File: src/rtl/demux1to4_32_buf_pkg.sv
// Shared defaults and channel-index encoding for the 1-to-4 buffered distributor.
package demux1to4_32_buf_pkg;

  localparam int unsigned WIDTH_DEF = 32;
  localparam int unsigned DEPTH_DEF = 2;
  localparam int unsigned CNT_W_DEF = 16;
  localparam int unsigned NUM_CH    = 4;

  // Channel indices, same encoding as the select of the 4-to-1 mux.
  typedef enum logic [1:0] {
    CH0 = 2'd0,
    CH1 = 2'd1,
    CH2 = 2'd2,
    CH3 = 2'd3
  } chan_e;

endpackage

File: src/rtl/demux1to4_32_buf_chan_fifo2.sv
// Two-entry FIFO used as the per-channel output buffer; head is registered storage.
module chan_fifo2 #(
  parameter int unsigned WIDTH = 32,
  parameter int unsigned DEPTH = 2
) (
  input  logic             clk,
  input  logic             rst,
  input  logic             push,
  input  logic             pop,
  input  logic [WIDTH-1:0] din,
  output logic             full,
  output logic             empty,
  output logic [WIDTH-1:0] head
);

  logic [WIDTH-1:0] mem [DEPTH];
  logic             hd_ptr;
  logic             tl_ptr;
  logic [1:0]       count;
  logic             do_push;
  logic             do_pop;

  assign full    = (count == 2'(DEPTH));
  assign empty   = (count == 2'd0);
  assign do_push = push & ~full;
  assign do_pop  = pop & ~empty;
  assign head    = mem[hd_ptr];

  // Storage, pointers and occupancy; a simultaneous push/pop leaves count unchanged.
  always_ff @(posedge clk) begin
    if (rst) begin
      hd_ptr <= 1'b0;
      tl_ptr <= 1'b0;
      count  <= 2'd0;
      for (int unsigned i = 0; i < DEPTH; i++) begin
        mem[i] <= '0;
      end
    end else begin
      if (do_push) begin
        mem[tl_ptr] <= din;
        tl_ptr      <= ~tl_ptr;
      end
      if (do_pop) begin
        hd_ptr <= ~hd_ptr;
      end
      case ({do_push, do_pop})
        2'b10:   count <= count + 2'd1;
        2'b01:   count <= count - 2'd1;
        default: count <= count;
      endcase
    end
  end

endmodule

File: src/rtl/demux1to4_32_buf.sv
// Registered 1-to-4 distributor: steers one word per cycle into one of four
// 2-entry channel buffers; in_ready depends only on in_sel and registered state.
module demux1to4_32_buf
  import demux1to4_32_buf_pkg::*;
#(
  parameter int unsigned WIDTH = WIDTH_DEF,
  parameter int unsigned DEPTH = DEPTH_DEF,
  parameter int unsigned CNT_W = CNT_W_DEF
) (
  input  logic                 clk,
  input  logic                 rst,
  input  logic                 in_valid,
  input  logic [1:0]           in_sel,
  input  logic [WIDTH-1:0]     in_data,
  output logic                 in_ready,
  output logic [3:0]           out_valid,
  input  logic [3:0]           out_ready,
  output logic [4*WIDTH-1:0]   out_data,
  output logic [4*CNT_W-1:0]   out_cnt,
  output logic                 busy
);

  chan_e            sel_ch;
  logic             accept;
  logic [3:0]       full;
  logic [3:0]       empty;
  logic [3:0]       push;
  logic [3:0]       pop;
  logic [CNT_W-1:0] cnt [NUM_CH];

  assign sel_ch    = chan_e'(in_sel);
  assign in_ready  = ~full[sel_ch];
  assign accept    = in_valid & in_ready;
  assign out_valid = ~empty;
  assign pop       = out_valid & out_ready;
  assign busy      = |out_valid;

  for (genvar k = 0; k < NUM_CH; k++) begin : g_chan
    assign push[k] = accept & (sel_ch == chan_e'(k));

    chan_fifo2 #(
      .WIDTH (WIDTH),
      .DEPTH (DEPTH)
    ) u_fifo (
      .clk   (clk),
      .rst   (rst),
      .push  (push[k]),
      .pop   (pop[k]),
      .din   (in_data),
      .full  (full[k]),
      .empty (empty[k]),
      .head  (out_data[k*WIDTH +: WIDTH])
    );

    // Delivered-word counter, saturating at all-ones.
    always_ff @(posedge clk) begin
      if (rst) begin
        cnt[k] <= '0;
      end else if (pop[k] && (cnt[k] != '1)) begin
        cnt[k] <= cnt[k] + 1'b1;
      end
    end

    assign out_cnt[k*CNT_W +: CNT_W] = cnt[k];
  end

endmodule

File: config.mk
export PLATFORM = sky130hd
export DESIGN_NAME = demux1to4_32_buf
export DESIGN_NICKNAME = d
export VERILOG_FILES = /design/src/rtl/demux1to4_32_buf_pkg.sv /design/src/rtl/demux1to4_32_buf_chan_fifo2.sv /design/src/rtl/demux1to4_32_buf.sv
export SDC_FILE = /design/constraint.sdc
export NUM_CORES = 1
export LEC_CHECK = 0
export BUFFER_PORTS_ARGS = -buffer_cell sky130_fd_sc_hd__buf_2
export CAP_MARGIN = 30
export CORE_MARGIN = 2
export CORE_UTILIZATION = 41
export CTS_CLUSTER_SIZE = 25
export DETAILED_ROUTE_END_ITERATION = 10
export SETUP_SLACK_MARGIN = 0.4
export SLEW_MARGIN = 20
export SYNTH_ARGS = -nofsm -noshare
export SYNTH_HDL_FRONTEND = slang
export SYNTH_SLANG_ARGS = --single-unit
File: constraint.sdc
create_clock -name clk -period 3.36 [get_ports clk]
set_clock_uncertainty 0.1 [all_clocks]
set_input_delay 0.168 -clock clk [delete_from_list [all_inputs] [get_ports clk]]
set_output_delay 0.168 -clock clk [all_outputs]
set_load 0.01 [all_outputs]
==> qor_table.md <==
| Stage | Result | This run |
|:---|:---|:---|
| run status | Outcome | finished, final reports clean |
| placement | Post-Place Worst Slack | 0.825 ns |
| drt | Count of TritonRoute iterations in the first routing pass | 5 |
| clock tree | Number of buffers on the longest clock path | 3 |
| worst setup path | Type of destination of the critical path | flip-flop |
| worst setup path | Capturing element of the worst setup path | cnt[1][7] |
| timing | Number of setup violations in the final report | 0 |
| clock tree | Clock-pin slew on the worst setup and hold paths | 0.05 ns |
| clock tree | Number of sinks driven by the clock tree | 340 |
| worst setup path | Origin of the critical flop-to-flop path | cnt[1][0] |
| timing | Maximum clock rate | 392 MHz |
| drt | DRT Wirelength | 38900 um |
| clock tree | Total clock buffers created by CTS | 38 |
| worst setup path | Highest net fanout along the worst path | 16 |
| timing | Headroom to the max-slew limit | 36.0% |
| worst setup path | Start-to-end type of the worst setup path | flip-flop to flip-flop |
| timing | Worst hold margin | 0.0354 ns |
| power and ir drop | Power density over cell area | 571 nW/um2 |
| floorplan | Initial core utilization | 41.6% |
| synth | Number of distinct library cells after synthesis | 46 |
| synth | Primary flip-flop cell chosen by synthesis mapping | edfxtp_1 |
| global route | Vias in the first global route | 9823 |
| floorplan | Top-Level Pins | 239 |
| synth | Netlist area before placement | 15300 um2 |
| worst setup path | Endpoint arrival time on the critical path | 2.56 ns |
| timing | Worst slew pin tran | 0.960 ns |
| worst setup path | FF-to-FF path depth | 5 |
| timing | Hold Violations, Final | 0 |
| timing | Share of the clock period used by the worst path after layout | 76.0% |
| worst setup path | CP Launch Type | flip-flop |
| timing | Fin Setup TNS | 0 ns |
| global route | Remaining global-route overflow | 0 |
| worst setup path | Required time at the worst-slack endpoint | 3.37 ns |
| global route | Global router's overall resource usage | 20.2% |
| worst setup path | Slack of the worst reg-to-reg path | 0.81 ns |
| synth | Synth area leaders | edfxtp_1 (63%), mux2_2 (9.4%), and2_1 (5.2%) |
| clock tree | Worst-Skew Late Latency | 0.53 ns |
| job | Number of maximum-capacitance violations | 0 |
| synth | Number of synthesized register bits | 340 |
| power and ir drop | Largest voltage drop on the vdd net | 0.000387 V |
| timing | Number of pins exceeding their max-slew limit in the final report | 0 |
| synth | Share of flip-flops with an asynchronous set or reset | 0% |
| finish | Layout overhead on the synthesized area | 22.1% |
| drt | Via count of the routed design | 9762 |
| placement | Routability cong. | 0.860 |
| synth | Number of instances in the synthesized netlist | 1156 |
| synth | Count of warnings emitted by yosys | 0 |
| clock tree | Clock tree from TritonCTS | done |
| finish | Commonest non-fill, non-tap cells in the layout | edfxtp_1 (320), buf_2 (238), nor2_1 (212) |
| power and ir drop | Leak | 7.18 nW |
| clock tree | Master cell of the clock root buffer | clkbuf_16 |
| placement | Count of buffers from port buffering | 238 |
| drt | Number of routed nets with antenna violations | 0 |
| drt | Via-to-Cell Ratio | 5.05 |
| placement | Post-DP HPWL | 25200 um |
| global route | Initial antenna violation count | 2 |
| floorplan | Vertical die dimension | 197 um |
| floorplan | Core area | 36700 um2 |
| drt | Routed wire length per instance | 20.1 um |
| synth | Largest area contributor in the netlist | edfxtp_1 |
| synth | Synth Net Count | 1205 |
| timing | Final WS setup | 0.807 ns |
| finish | Leading cell type in the layout, fill and taps excluded | edfxtp_1 |
| clock tree | Total of cells resized after clock tree synthesis | 0 |
| drt | DRT iter0 DRCs | 596 |
| finish | Number of nets in the layout | 1486 |
| floorplan | DIE WIDTH | 197 um |
| global route | Pin count of the biggest net entering global routing | 34 |
| synth | Post-synthesis area per instance | 13.2 um2 |
| floorplan | Total die area | 38800 um2 |
| finish | Finished Core Util | 50.8% |
| worst hold path | Tightest Hold Check Type | input pin to flip-flop |
| clock tree | CTS H-tree lvls | 2 |
| worst setup path | Endpoint of the lowest-slack register-to-register path | cnt[1][7] |
| synth | Register area share after synthesis | 65.5% |
| timing | Setup repair after global routing missed its margin | false |
| global route | Global-route wire length before repair | 59000 um |
| drt | DRC viols | 0 |
| timing | Minimum clock period after layout | 2.55 ns |
| worst setup path | CP Launch Point | cnt[1][0] |
| finish | Layout cells sized above 1 | 32.5% |
| synth | EDFF count, synth | 320 |
| floorplan | Count of standard-cell rows | 70 |
| synth | Synth top area share | 62.9% |
[flip-flops by register name, indices dropped and copies added (netlist names), named ones only]
register	flops
g_chan.u_fifo.hd_ptr	4
g_chan.u_fifo.count	8
g_chan.u_fifo.mem	256
cnt	64
g_chan.u_fifo.tl_ptr	4
[stage by stage]
step                total power [mW]  instances  area, um2
floorplan                       6.17       1156      15300
finish                          10.7       1932      18700
global route                    11.1       1932      18700
global placement                6.86       1817      16900
detailed placement              6.90       1820      17000
CTS                             10.8       1925      18500
[cell usage after synthesis, types with 2 or more instances]
master    instances
ha_1              8
clkbuf_1         37
nand4_2           2
buf_2             5
nor4_2            2
a311o_2           2
and2_1          128
edfxtp_1        320
a21oi_1          10
or4_1             2
nor3_1           18
xnor2_1          48
nand3_2           3
nor4_1           11
or3_1             6
buf_1            12
buf_6             2
inv_1            20
mux2_2          128
o21ai_0          10
nand2b_1         46
xor2_1           17
buf_4             2
nand3_1          21
a21o_1            2
or4_4             2
nand4_1          11
and4_1            3
nor2_1          212
dfxtp_1          20
or2_2            12
nand2_1          19
and3_1            2
[power breakdown]
group / internal (mW) / switching (mW) / leakage, nW / total [mW]
clock network: 2.19 / 1.61 / 0.552 / 3.80
logic: 0.732 / 0.923 / 3.13 / 1.66
registers: 4.94 / 0.255 / 3.50 / 5.20
[worst max-delay path, cell delays in order, from the launching register on]
cell	delay, ns
edfxtp_1	0.43
ha_1	0.23
nand3_2	0.17
or4_4	0.60
o21ai_0	0.18
nand2b_1	0.43
[layer usage]
metal  GRT usage, %  routed length, um  vias up  part of all wire [%]
met4           4.68                628        2                   1.6
met5              0                 12        -                 0.031
li1               -                  -     4646                     -
met1           27.4              17000     4762                    44
met2           32.6              18100      316                    47
met3           5.19               3150       36                   8.1
[area by class of cell]
class | count | area, um2
Antenna cell | 1 | 2.50
Clock buffer | 49 | 1000
Clock inverter | 17 | 124
Fill cell | 3183 | 18000
Inverter | 20 | 75.1
Multi-Input combinational cell | 738 | 4980
Sequential cell | 340 | 10000
Tap cell | 468 | 586
Timing Repair Buffer | 299 | 1870
[worst min path at each step]
stage / start / endpoint / slack [ns] / cells past startpoint
2_1_floorplan: in_data[0] / g_chan[0].u_fifo.mem[1][0] / 0.27 / 1
3_5_place_dp: g_chan[3].u_fifo.tl_ptr / g_chan[3].u_fifo.tl_ptr / 0.36 / 2
5_1_grt: out_ready[1] / g_chan[1].u_fifo.hd_ptr / 0.08 / 4
3_3_place_gp: g_chan[1].u_fifo.tl_ptr / g_chan[1].u_fifo.tl_ptr / 0.36 / 2
4_1_cts: out_ready[1] / g_chan[1].u_fifo.hd_ptr / 0.01 / 4
6_report: out_ready[1] / g_chan[1].u_fifo.hd_ptr / 0.04 / 4
[cell families (layout without fill, tap and decap cells)]
logic type | count (synthesis) | count (layout) | share of synthesized area (%)
xor+xnor | 65 | 65 | 3.73
other cells | 0 | 1 | 0
mux | 129 | 129 | 9.58
fa+ha+maj | 8 | 8 | 0.655
flops | 340 | 340 | 65.5
buf+inv | 78 | 385 | 2.10
compound gates | 29 | 29 | 1.29
simple gates | 507 | 507 | 17.1
[repair_timing]
action | 4_1_cts | 5_1_grt
setup buffers | 0 | 0
hold buffers | 39 | 0
endpoints found under the hold margin | 185 | 0
Power figures use the tool's default switching activity.
